--- config.mk ---
export PLATFORM = sky130hd
export DESIGN_NAME = bomb_game_ctrl_flat
export DESIGN_NICKNAME = d
export VERILOG_FILES = /design/src/rtl/bomb_game_if.sv /design/src/rtl/bomb_game_ctrl.sv /design/src/flat_wrapper.sv
export SDC_FILE = /design/constraint.sdc
export NUM_CORES = 1
export LEC_CHECK = 0
export CORE_MARGIN = 5
export CORE_UTILIZATION = 31
export CTS_CLUSTER_DIAMETER = 60
export DETAILED_ROUTE_END_ITERATION = 8
export PLACE_DENSITY = 0.5
export SKIP_LAST_GASP = 1
export SYNTH_ARGS = -nofsm -noshare
export SYNTH_HDL_FRONTEND = slang
export SYNTH_SLANG_ARGS = --single-unit
--- constraint.sdc ---
create_clock -name i_Clk -period 5.2 [get_ports i_Clk]
set_clock_uncertainty 0.2 [all_clocks]
set_input_delay 1.04 -clock i_Clk [delete_from_list [all_inputs] [get_ports i_Clk]]
set_output_delay 1.04 -clock i_Clk [all_outputs]
set_load 0.005 [all_outputs]
--- src/rtl/bomb_game_if.sv ---
// bomb_game_if -- signal bundle between the bomb game sequencer and its
// peers (start button, score block, display logic).
//
// Signal names are written from the sequencer's point of view:
//   i_Start     start/acknowledge pulse (debounced, one cycle)
//   i_Pause     pause toggle pulse (only when BOMB_PAUSE_EN is defined)
//   i_Score     current 5-bit score from the score block
//   o_State     game state code
//   o_Sec1Tick  one-cycle pulse per second while the game runs
//   o_ScoreClr  one-cycle pulse telling the score block to zero its score
//   o_TimeLeft  remaining seconds
//   o_Time10    tens digit of o_TimeLeft
//   o_Time1     ones digit of o_TimeLeft
//
// Modports: slave = the sequencer, master = the environment driving it.
// Optional feature macro: BOMB_PAUSE_EN (adds i_Pause).
interface bomb_game_if;
  logic       i_Start;
`ifdef BOMB_PAUSE_EN
  logic       i_Pause;
`endif
  logic [4:0] i_Score;
  logic [2:0] o_State;
  logic       o_Sec1Tick;
  logic       o_ScoreClr;
  logic [5:0] o_TimeLeft;
  logic [3:0] o_Time10;
  logic [3:0] o_Time1;

`ifdef BOMB_PAUSE_EN
  modport slave  (input  i_Start, i_Pause, i_Score,
                  output o_State, o_Sec1Tick, o_ScoreClr, o_TimeLeft, o_Time10, o_Time1);
  modport master (output i_Start, i_Pause, i_Score,
                  input  o_State, o_Sec1Tick, o_ScoreClr, o_TimeLeft, o_Time10, o_Time1);
`else
  modport slave  (input  i_Start, i_Score,
                  output o_State, o_Sec1Tick, o_ScoreClr, o_TimeLeft, o_Time10, o_Time1);
  modport master (output i_Start, i_Score,
                  input  o_State, o_Sec1Tick, o_ScoreClr, o_TimeLeft, o_Time10, o_Time1);
`endif
endinterface

--- src/rtl/bomb_game_ctrl.sv ---
// bomb_game_ctrl -- top-level sequencer for the bomb game.
// Owns the game FSM, the 1-second tick divider, the countdown timer and the
// score-clear pulse. Reads the score block's score to detect a cleared bomb.
//
// Ports:
//   i_Clk    system clock
//   i_Rst    synchronous, active-high reset
//   io_Game  bomb_game_if.slave (start/pause/score in; state, tick,
//            score-clear, time-left and BCD digits out)
//
// Optional feature macro: BOMB_PAUSE_EN -- adds a pause toggle that freezes
// the divider while the game runs.
//
// state        | meaning
// S_IDLE  000  | waiting for start, timer held at GAME_SEC
// S_START 001  | game running, divider and countdown active
// S_CLEAR 010  | score reached target, timer frozen
// S_FAIL  011  | countdown expired, timer frozen
module bomb_game_ctrl #(
  parameter int CLK_HZ       = 50_000_000,
  parameter int GAME_SEC     = 30,
  parameter int TARGET_SCORE = 20
) (
  input  logic        i_Clk,
  input  logic        i_Rst,
  bomb_game_if.slave  io_Game
);

  localparam int              DIV_W     = (CLK_HZ > 1) ? $clog2(CLK_HZ) : 1;
  localparam logic [DIV_W-1:0] DIV_TC   = DIV_W'(CLK_HZ - 1);
  localparam logic [5:0]      TIME_INIT = 6'(GAME_SEC);
  localparam logic [4:0]      TARGET    = 5'(TARGET_SCORE);

  typedef enum logic [2:0] {
    S_IDLE  = 3'b000,
    S_START = 3'b001,
    S_CLEAR = 3'b010,
    S_FAIL  = 3'b011
  } state_t;

  state_t           r_State;
  state_t           w_NextState;
  logic [DIV_W-1:0] r_Div;
  logic [5:0]       r_TimeLeft;
  logic             r_Sec1Tick;
  logic             r_ScoreClr;
  logic             w_ScoreClr;
  logic             w_Run;
  logic             w_Tc;

`ifdef BOMB_PAUSE_EN
  logic r_Paused;
`endif

  always_comb begin
    w_NextState = r_State;
    w_ScoreClr  = 1'b0;
    w_Run       = 1'b0;
    case (r_State)
      S_IDLE: begin
        if (io_Game.i_Start) begin
          w_NextState = S_START;
          w_ScoreClr  = 1'b1;
        end
      end
      S_START: begin
`ifdef BOMB_PAUSE_EN
        w_Run = !r_Paused;
`else
        w_Run = 1'b1;
`endif
        // Clear has priority: a final tick landing with the winning score
        // still counts as a clear.
        if (io_Game.i_Score >= TARGET)
          w_NextState = S_CLEAR;
        else if (r_TimeLeft == 6'd0)
          w_NextState = S_FAIL;
      end
      S_CLEAR, S_FAIL: begin
        if (io_Game.i_Start)
          w_NextState = S_IDLE;
      end
      default: w_NextState = S_IDLE;
    endcase
  end

  assign w_Tc = w_Run && (r_Div == DIV_TC);

  always_ff @(posedge i_Clk) begin
    if (i_Rst)
      r_State <= S_IDLE;
    else
      r_State <= w_NextState;
  end

  always_ff @(posedge i_Clk) begin
    if (i_Rst) begin
      r_Div      <= '0;
      r_TimeLeft <= TIME_INIT;
      r_Sec1Tick <= 1'b0;
      r_ScoreClr <= 1'b0;
    end else begin
      r_Sec1Tick <= w_Tc;
      r_ScoreClr <= w_ScoreClr;
      case (r_State)
        S_START: begin
          if (w_Run)
            r_Div <= w_Tc ? '0 : r_Div + 1'b1;
          if (w_Tc && (r_TimeLeft != 6'd0))
            r_TimeLeft <= r_TimeLeft - 6'd1;
        end
        S_CLEAR, S_FAIL: begin
          if (io_Game.i_Start)
            r_TimeLeft <= TIME_INIT;
        end
        default: begin
          r_Div      <= '0;
          r_TimeLeft <= TIME_INIT;
        end
      endcase
    end
  end

`ifdef BOMB_PAUSE_EN
  // Toggle only while the game keeps running; any exit drops the flag.
  always_ff @(posedge i_Clk) begin
    if (i_Rst)
      r_Paused <= 1'b0;
    else if ((r_State == S_START) && (w_NextState == S_START)) begin
      if (io_Game.i_Pause)
        r_Paused <= !r_Paused;
    end else
      r_Paused <= 1'b0;
  end
`endif

  assign io_Game.o_State    = r_State;
  assign io_Game.o_Sec1Tick = r_Sec1Tick;
  assign io_Game.o_ScoreClr = r_ScoreClr;
  assign io_Game.o_TimeLeft = r_TimeLeft;
  assign io_Game.o_Time10   = 4'(r_TimeLeft / 6'd10);
  assign io_Game.o_Time1    = 4'(r_TimeLeft - 6'(io_Game.o_Time10) * 6'd10);

endmodule

--- src/flat_wrapper.sv ---
// flat-port wrapper written by rule: the top's interface ports become plain ports
module bomb_game_ctrl_flat 
#(
  parameter int CLK_HZ       = 50_000_000,
  parameter int GAME_SEC     = 30,
  parameter int TARGET_SCORE = 20
)
  (i_Clk, i_Rst, io_Game_i_Start, io_Game_i_Score, io_Game_o_State, io_Game_o_Sec1Tick, io_Game_o_ScoreClr, io_Game_o_TimeLeft, io_Game_o_Time10, io_Game_o_Time1);
  bomb_game_if io_Game_i ();
  input  logic i_Clk;
  input  logic i_Rst;
  input wire logic [$bits(io_Game_i.i_Start)-1:0] io_Game_i_Start;
  input wire logic [$bits(io_Game_i.i_Score)-1:0] io_Game_i_Score;
  output wire logic [$bits(io_Game_i.o_State)-1:0] io_Game_o_State;
  output wire logic [$bits(io_Game_i.o_Sec1Tick)-1:0] io_Game_o_Sec1Tick;
  output wire logic [$bits(io_Game_i.o_ScoreClr)-1:0] io_Game_o_ScoreClr;
  output wire logic [$bits(io_Game_i.o_TimeLeft)-1:0] io_Game_o_TimeLeft;
  output wire logic [$bits(io_Game_i.o_Time10)-1:0] io_Game_o_Time10;
  output wire logic [$bits(io_Game_i.o_Time1)-1:0] io_Game_o_Time1;
  assign io_Game_i.i_Start = io_Game_i_Start;
  assign io_Game_i.i_Score = io_Game_i_Score;
  assign io_Game_o_State = io_Game_i.o_State;
  assign io_Game_o_Sec1Tick = io_Game_i.o_Sec1Tick;
  assign io_Game_o_ScoreClr = io_Game_i.o_ScoreClr;
  assign io_Game_o_TimeLeft = io_Game_i.o_TimeLeft;
  assign io_Game_o_Time10 = io_Game_i.o_Time10;
  assign io_Game_o_Time1 = io_Game_i.o_Time1;
  bomb_game_ctrl #(.CLK_HZ(CLK_HZ), .GAME_SEC(GAME_SEC), .TARGET_SCORE(TARGET_SCORE)) u_core (.i_Clk(i_Clk), .i_Rst(i_Rst), .io_Game(io_Game_i));
endmodule
## Word level (Yosys, flattened, before mapping)

Cells that the tools add are included.

- Output and inout port bits: 19
- Word-level logic and storage cells: 45
- Register bits: 37
- Input port bits: 8

- Bitwise logic cells: 2
- Reduce and logical (&&, ||, !) cells: 10
- Magnitude comparators: 1
- Eq/ne operators: 9
- Divide/modulo/power cells: 1
- Multipliers: 1
- Multiplexer cells: 13
- Add/sub/neg operators: 3

Operators by type and width:

| cell | count |
|---|---|
| 2-to-1 mux 26 bit | 2 |
| one-hot mux 26 bit (2 select lines) | 1 |
| adder 26 x 1 -> 26 bit (second input constant) | 1 |
| equality test 26 bit (second input constant) | 1 |
| 2-to-1 mux 3 bit | 4 |
| 2-to-1 mux 6 bit | 2 |
| one-hot mux 6 bit (2 select lines) | 1 |
| one-hot mux 3 bit (3 select lines) | 1 |
| divider 6 x 4 -> 6 bit (second input constant) | 1 |
| equality test 3 x 2 -> 1 bit (second input constant) | 2 |
| zero test 6 bit | 1 |
| nonzero test 6 bit | 1 |
| subtractor 6 x 1 -> 6 bit (second input constant) | 1 |
| greater-or-equal comparator 5 bit (second input constant) | 1 |
| multiplier 4 x 3 -> 3 bit (second input constant) | 1 |
| inequality test 2 x 1 -> 1 bit (second input constant) | 2 |
| inequality test 2 bit (second input constant) | 2 |
| AND reduction 2 bit | 2 |
| OR reduction 2 bit | 2 |
| subtractor 4 bit | 1 |
| equality test 3 x 1 -> 1 bit (second input constant) | 1 |
| zero test 3 bit | 1 |
| inequality test 3 x 1 -> 1 bit (second input constant) | 1 |
| AND reduction 3 bit | 1 |
| 3 further kinds | 6 |

## Longest topological paths before layout

- Depth in word-level cells: 6
- Gate-level depth with buffers: 16
- Depth with buffers taken out: 15

## Worst setup path before layout

No wires, ideal clock.

- Path type: register to output
- Start: register u_core.r_TimeLeft[2] (netlist: u_core.io_Game.o_TimeLeft[2])
- End: output port io_Game_o_Time1[3]
- Path slack: 1.024 ns
- Cell stages (with the launch flop): 17
- Required time: 3.960 ns
- Arrival: 2.936 ns
- Buffers on the path: 1
- Cell sequence: dfxtp_1 clkbuf_1 nor2_1 o21ai_0 nand2_1 nand2_1 inv_1 ha_1 or3b_1 nand2_1 o21ai_1 a221o_1 ha_1 inv_1 fa_1 xor2_1 xnor2_1

- Word-level cells in the longest chain between the ends: 3

RTL lines:

| what | RTL line | text |
|---|---|---|
| start, declared | bomb_game_ctrl.sv:44 | `logic [5:0] r_TimeLeft;` |
| start signal, assigned | bomb_game_ctrl.sv:110 | `r_TimeLeft <= r_TimeLeft - 6'd1;` |
| divider 6 x 4 -> 6 bit | bomb_game_ctrl.sv:141 | `assign io_Game.o_Time10 = 4'(r_TimeLeft / 6'd10);` |
| via io_Game_o_Time10[1] | flat_wrapper.sv:18 | `output wire logic [$bits(io_Game_i.o_Time10)-1:0] io_Game_o_Time10;` |
| multiplier 4 x 3 -> 3 bit | bomb_game_ctrl.sv:142 | `assign io_Game.o_Time1 = 4'(r_TimeLeft - 6'(io_Game.o_Time10) * 6'd10);` |
| subtractor 4 bit | bomb_game_ctrl.sv:142 |  |
| end, declared | flat_wrapper.sv:19 | `output wire logic [$bits(io_Game_i.o_Time1)-1:0] io_Game_o_Time1;` |

The timed path passes the listed nets, and every way through them passes these cells.

## Final worst setup path

- Start: register u_core.r_TimeLeft[4] (netlist: u_core.io_Game.o_TimeLeft[4])
- End: output port io_Game_o_Time1[3]

- Word-level cells in the longest chain between the ends: 3

RTL lines:

| what | RTL line |
|---|---|
| divider 6 x 4 -> 6 bit | bomb_game_ctrl.sv:141 |
| multiplier 4 x 3 -> 3 bit | bomb_game_ctrl.sv:142 |
| subtractor 4 bit | bomb_game_ctrl.sv:142 |

Every way passes these cells.

==> flow_summary.yaml <==
cts:
  cts_inserted_buffers: 5
  cts.sinks: 36
  cts_max_level: 2
  hold_buffers: 0
  cts_tree: "done"
  clk_latency_ns: 0.28
  clock-root-buffer: "clkbuf_8"
  path_clk_slew_ns: 0.07
  ctsLongestPathBuffers: 2
critical_path:
  start_kind: "flip-flop"
  endpoint: "io_Game_o_Time1[3]"
  worstSetupPathType: "flip-flop to output port"
  critPathMaxFanout: 8
  endpoint_kind: "output port"
  rr_endpoint: "u_core.r_Div[25]"
  reg2reg_from: "u_core.r_Div[0]"
  startpoint: "u_core.io_Game.o_TimeLeft[4]"
  r2r_cells: 6
  cp.required_ns: 3.96
  worstPathArrival_ns: 3.62
  r2r_slack_ns: 2.47
sta:
  rsz0062_at_grt: "false"
  fin_tns_setup_ns: 0
  final-hold-violation-count: 0
  post-route-min-period_ns: 4.86
  final.period_utilization_pct: 93.5
  final-max-slew-violation-count: 0
  max_clock_freq_mhz: 206
  setup_viol: 0
  tightest_slew_ns: 1.03
  slew_headroom_pct: 31.4
floorplan:
  dieHeight_um: 92.4
  io_pins: 27
  coreArea_mm2: 0.00672
  die_x_um: 92.4
  die_area_mm2: 0.00855
  num_rows: 30
  initial_utilization_pct: 31.4
routing:
  first_iter_violations: 109
  ant_nets: 0
  wirelength_mm: 4.73
  post_drt_wl_per_cell_um: 13.3
  num_vias: 1858
  drc: 0
  drt_pass1_iterations: 4
  vias_per_cell: 5.23
min_path:
  hold_path.class: "flip-flop to flip-flop"
synth:
  ys_seq_elements: 36
  synth_edf_count: 0
  async_flop_share_pct: 0
  synth.avg_cell_area_um2: 8.10
  synthesis.area_mm2: 0.00211
  yosys.area.top_type: "dfxtp_1"
  synth_flop_cell: "dfxtp_1"
  syn_inst: 260
  yosysSeqAreaShare_pct: 34.2
  yosys.area.top_type_share_pct: 34.2
  synth_top_cells_by_area: "dfxtp_1 (34%), nand2_1 (4.8%), a31oi_1 (4.5%)"
  synth_cell_types: 48
  synth_warnings: 0
layout:
  antenna_cells: 0
  nets: 289
  multi_input_comb_area_mm2: 0.00125
  regArea_um2: 722
  drive_gt1_share_pct: 5.09
  area_delta_synth_final_pct: 15.3
  fill_cells: 705
run_status:
  status: "completed"
global_routing:
  antenna_found_initial: 0
  first_global_vias: 1705
  grtUsageTotal_pct: 11.8
  grt-ovfl-total: 0
  grt_first_pass_wirelength_mm: 8.19
  grt_start_max_net_pins: 26
power:
  max-vdd-ir-drop_v: 0.0000955
  leakage_nw: 0.868
  p_total_mw: 0.528
  powerDensity_mw_per_mm2: 217
placement:
  gp_congestion: 0.786
  port_buffers: 22
  hpwlAfterDp_mm: 3.37
job:
  drv_cap: 0
[worst max-delay path, stage by stage, from the launching register on]
cell and delay (ns):
dfxtp_1 0.39, nor2_1 0.25, nand2_1 0.11, nand2_1 0.09, inv_1 0.07, ha_1 0.26
or3b_1 0.36, nand2_1 0.10, o21ai_1 0.06, a221o_1 0.40, ha_1 0.19, inv_1 0.06
fa_1 0.17, xor2_1 0.17, xnor2_1 0.13, clkdlybuf4s50_1 0.51
[cell usage after synthesis (all sizes together), types with 4 or more instances]
library cell / instances
a21o: 4
a21oi: 14
a31oi: 15
and3: 4
and4: 5
buf: 11
clkbuf: 6
dfxtp: 36
ha: 6
inv: 11
nand2: 27
nand2b: 8
nand3: 13
nand4: 12
nor2: 15
nor2b: 4
nor3: 6
o21ai: 18
xnor2: 4
xor2: 9
[how the worst min path moves through the flow]
stage / start / endpoint / slack, ns / cells past startpoint
after floorplan: u_core.r_Div[25] / u_core.r_Div[25] / 0.23 / 1
after CTS: u_core.r_Div[25] / u_core.r_Div[25] / 0.26 / 1
final: u_core.r_Div[25] / u_core.r_Div[25] / 0.27 / 1
after global placement: u_core.r_Div[25] / u_core.r_Div[25] / 0.25 / 1
after global routing: u_core.r_Div[25] / u_core.r_Div[25] / 0.29 / 1
after detailed placement: u_core.r_Div[25] / u_core.r_Div[25] / 0.25 / 1
[state kept, by name, indices dropped and copies added (netlist names)]
signal                     flops
u_core.io_Game.o_Sec1Tick      1
u_core.io_Game.o_State         2
u_core.r_Div                  26
u_core.io_Game.o_TimeLeft      6
u_core.io_Game.o_ScoreClr      1
[metrics by stage]
| step | utilization, % | setup WS, ns | instances | area [um2] | hold WS (ns) |
|---|---|---|---|---|---|
| finish | 36.1 | 0.337 | 355 | 2430 | 0.265 |
| global route | 36.1 | 0.0329 | 355 | 2430 | 0.286 |
| CTS | 36.1 | 0.156 | 355 | 2430 | 0.262 |
| detailed placement | 34.8 | 0.486 | 347 | 2340 | 0.249 |
| global placement | 34.8 | 0.501 | 347 | 2340 | 0.251 |
| floorplan | - | 1.02 | 261 | 2110 | 0.226 |
[repair_timing]
action	4_1_cts	5_1_grt
setup buffers	0	0
gates resized for setup	0	1
setup endpoints to repair	0	1
[cell usage in the layout, fill, tap and decap left out, drive strengths merged, types with 9 or more instances in the layout]
| master | synthesis | routed |
|---|---|---|
| nand4 | 12 | 12 |
| a21oi | 14 | 14 |
| a31oi | 15 | 15 |
| nand3 | 13 | 13 |
| dfxtp | 36 | 36 |
| nor2 | 15 | 15 |
| o21ai | 18 | 18 |
| inv | 11 | 11 |
| nand2 | 27 | 27 |
| clkdlybuf4s50 | 0 | 22 |
| xor2 | 9 | 9 |
[layout make-up]
cell class / instances / share of cell area (%)
Timing Repair Buffer: 23 / 9.38
Multi-Input combinational cell: 197 / 51.4
Clock buffer: 8 / 3.71
Sequential cell: 36 / 29.7
Inverter: 11 / 1.70
Tap cell: 80 / 4.12
[power by group]
part / switching (mW) / total (mW) / internal, mW
Combinational: 0.0210 / 0.0387 / 0.0178
Clock: 0.0957 / 0.204 / 0.108
Sequential: 0.00551 / 0.286 / 0.280
[cell families after synthesis]
logic type	after synthesis	synth area share, %
AND/OR/NAND/NOR	108	27.9
buffers and inverters	28	6.77
flip-flops	36	34.2
AO/OA/AOI/OAI	64	19.6
other	1	0.178
multiplexers	3	1.43
adder cells (fa/ha/maj)	7	4.51
XOR/XNOR	13	5.40
[per-layer routing]
layer  share of wire (%)  track usage, %  vias to the layer above  wire (um)
met5                   0               0                        -          0
met4                 1.9            5.69                        0         91
met3                 3.7            2.76                        6        173
met2                  45            17.9                       29       2120
met1                  49            15.6                      861       2340
li1                    -               -                      962          -
(Power assumes the default switching activity.)
==> patch: new RTL, same flow settings <==
`CLK_HZ` is set to 50_000_000 in 2 places; all go to 100_000_000.
--- a/src/rtl/bomb_game_ctrl.sv
+++ b/src/rtl/bomb_game_ctrl.sv
@@ -18,5 +18,5 @@
 // S_FAIL  011  | countdown expired, timer frozen
 module bomb_game_ctrl #(
-  parameter int CLK_HZ       = 50_000_000,
+  parameter int CLK_HZ       = 100_000_000,
   parameter int GAME_SEC     = 30,
   parameter int TARGET_SCORE = 20
--- a/src/flat_wrapper.sv
+++ b/src/flat_wrapper.sv
@@ -2,5 +2,5 @@
 module bomb_game_ctrl_flat 
 #(
-  parameter int CLK_HZ       = 50_000_000,
+  parameter int CLK_HZ       = 100_000_000,
   parameter int GAME_SEC     = 30,
   parameter int TARGET_SCORE = 20
Function: same outputs for any inputs over 10 cycles, from zero or initial values and one cycle with i_Rst high; that may be too few to reach the edited logic, so the function may still have changed.
==> patch against the original RTL <==
Synthesized area rose by 3.7%. Wire length rose by 12%. Synthesized cell count rose by 6.5%. Count of clock-buffer cells in the layout fell by 3. Power fell by 2.5%. Design area rose by 5.3%. Hold slack improved by 0.0052 ns. First-iteration DRC count fell by 50%. Combinational power fell by 8.3%. Register-to-register slack improved by 0.03 ns. Setup slack improved by 0.027 ns. Sequential cell count rose by 1. Critical endpoint unchanged.
==> patch: results (changes against the original RTL) <==
- Leak: 0.996 nW (+15%)
- Final GP Congestion: 0.751 (-4.5%)
- Layout Nets: 309 (+6.9%)
- Met3 WL post-DR: 246 um (+42%)
- Adder-Cell Fraction of Synth Area: 4.35% (-0.16 points)
- Max FFs per register: 27 (+3.8%)
- Non-Filler Instances: 389 (+9.6%)
- Total track usage: 12.2% (+0.37 points)
- Actual slew at the worst max-slew pin: 1.12 ns (+0.0965 ns)
- Met2 wire length: 2340 um (+10%)
- Yosys cell types: 52 (+8.3%)
- Number of global-route vias before repair: 1740 (+2.1%)
- Syn avg cell area: 7.89 um^2 (-2.7%)
- Routed WL: 5280 um (+12%)
- Layout cells sized above 1: 7.85% (+2.8 points)
- R2r setup slk: 2.50 ns (+0.03 ns)
- Multiplexer share of the synthesized area: 1.37% (-0.051 points)
- Outcome: finished, final reports clean
- Seq/Total Area, Yosys: 33.9% (-0.30 points)
- Largest net degree at the start of global routing: 26 (unchanged)
- Initial DRC Count: 55 (-50%)
- Post-Synth XOR/XNOR Area: 1.60% (-3.8 points)
- Area of placed instances: 2480 um^2 (+6.0%)
- CP arrival: 3.60 ns (-0.02 ns)
- Maximum VDD drop: 0.102 mV (+7.1%)
- First-pass GRT wire length: 8510 um (+4.0%)
- Largest cells by area after synthesis: dfxtp_1, nand2_1, nor2_1, a21oi_1, nand3_1
- Placed instance count: 383 (+10%)
- Top post-synthesis cells by count: dfxtp_1, nand2_1, nor2_1, a21oi_1, nand3_1
- Synth Area in Compound Gates: 21.8% (+2.2 points)
- Met1 WL: 2630 um (+12%)
- DP Wirelength: 3740 um (+11%)
patch: cell types whose count changed after synthesis, sizes merged, moves of 5 or more:
cell,delta
a21o,+6
and4,-5
nand3,+6
nor2,+10
nor3,+5
o211ai,+5
o21ai,-10
xor2,-6
patch: final timing paths:
| kind | end | depth (start not counted) | startpoint |
|---|---|---|---|
| worst max-delay path | io_Game_o_Time1[3] | 15 | u_core.io_Game.o_TimeLeft[3] |
| worst min-delay path | u_core.r_Div[26] | 1 | u_core.r_Div[26] |
| worst max register to register | u_core.r_Div[16] | 6 | u_core.io_Game.o_State[1] |
| worst min register to register | u_core.r_Div[26] | 1 | u_core.r_Div[26] |
patch: cell families after synthesis:
kind of cell	after synthesis
adder cells (fa/ha/maj)	7
buffers and inverters	27
flip-flops	37
AND/OR/NAND/NOR	127
other	1
XOR/XNOR	4
AO/OA/AOI/OAI	71
multiplexers	3
patch: layout make-up:
| class | instances | area, um^2 |
|---|---|---|
| timing repair buffer | 25 | 243 |
| inverter | 11 | 41.3 |
| fill | 733 | 4280 |
| multi-input combinational | 214 | 1340 |
| clock inverter | 1 | 5.00 |
| sequential | 37 | 741 |
| clock buffer | 5 | 68.8 |
| tap | 96 | 120 |
patch: timing repair:
item / CTS / global route
buffers inserted: 0 / 0
gates resized for setup: 0 / 1
endpoints found under the setup margin: 0 / 1
patch: where the power goes:
| part | total, mW | switching [mW] | internal [mW] |
|---|---|---|---|
| logic | 0.0355 | 0.0199 | 0.0156 |
| registers | 0.290 | 0.00386 | 0.286 |
| clock network | 0.190 | 0.102 | 0.0883 |
| total | 0.515 | 0.125 | 0.390 |
patch: metrics by stage:
step	power (mW)	setup slack, ns	hold WS [ns]
finish	0.515	0.364	0.270
global route	0.538	0.0178	0.292
CTS	0.523	0.225	0.266
detailed placement	0.332	0.571	0.254
global placement	0.331	0.567	0.250
floorplan	0.319	1.03	0.231
patch: metal layers:
| metal | global-route usage (%) | up-vias |
|---|---|---|
| met2 | 18.5 | 33 |
| li1 | - | 1042 |
| met1 | 16.6 | 925 |
| met5 | 0 | - |
| met3 | 3.29 | 8 |
| met4 | 3.97 | 0 |
patch: worst max-delay path, cell delays in order (launching register included):
cell,delay (ns)
dfxtp_1,0.37
nor2_1,0.32
nand2_1,0.12
nand2_1,0.11
inv_1,0.08
ha_1,0.26
nor3b_2,0.22
nor3_1,0.07
o21ba_2,0.21
a221o_1,0.30
ha_1,0.19
inv_1,0.06
fa_1,0.17
xor2_1,0.17
xnor2_1,0.13
clkdlybuf4s50_1,0.51
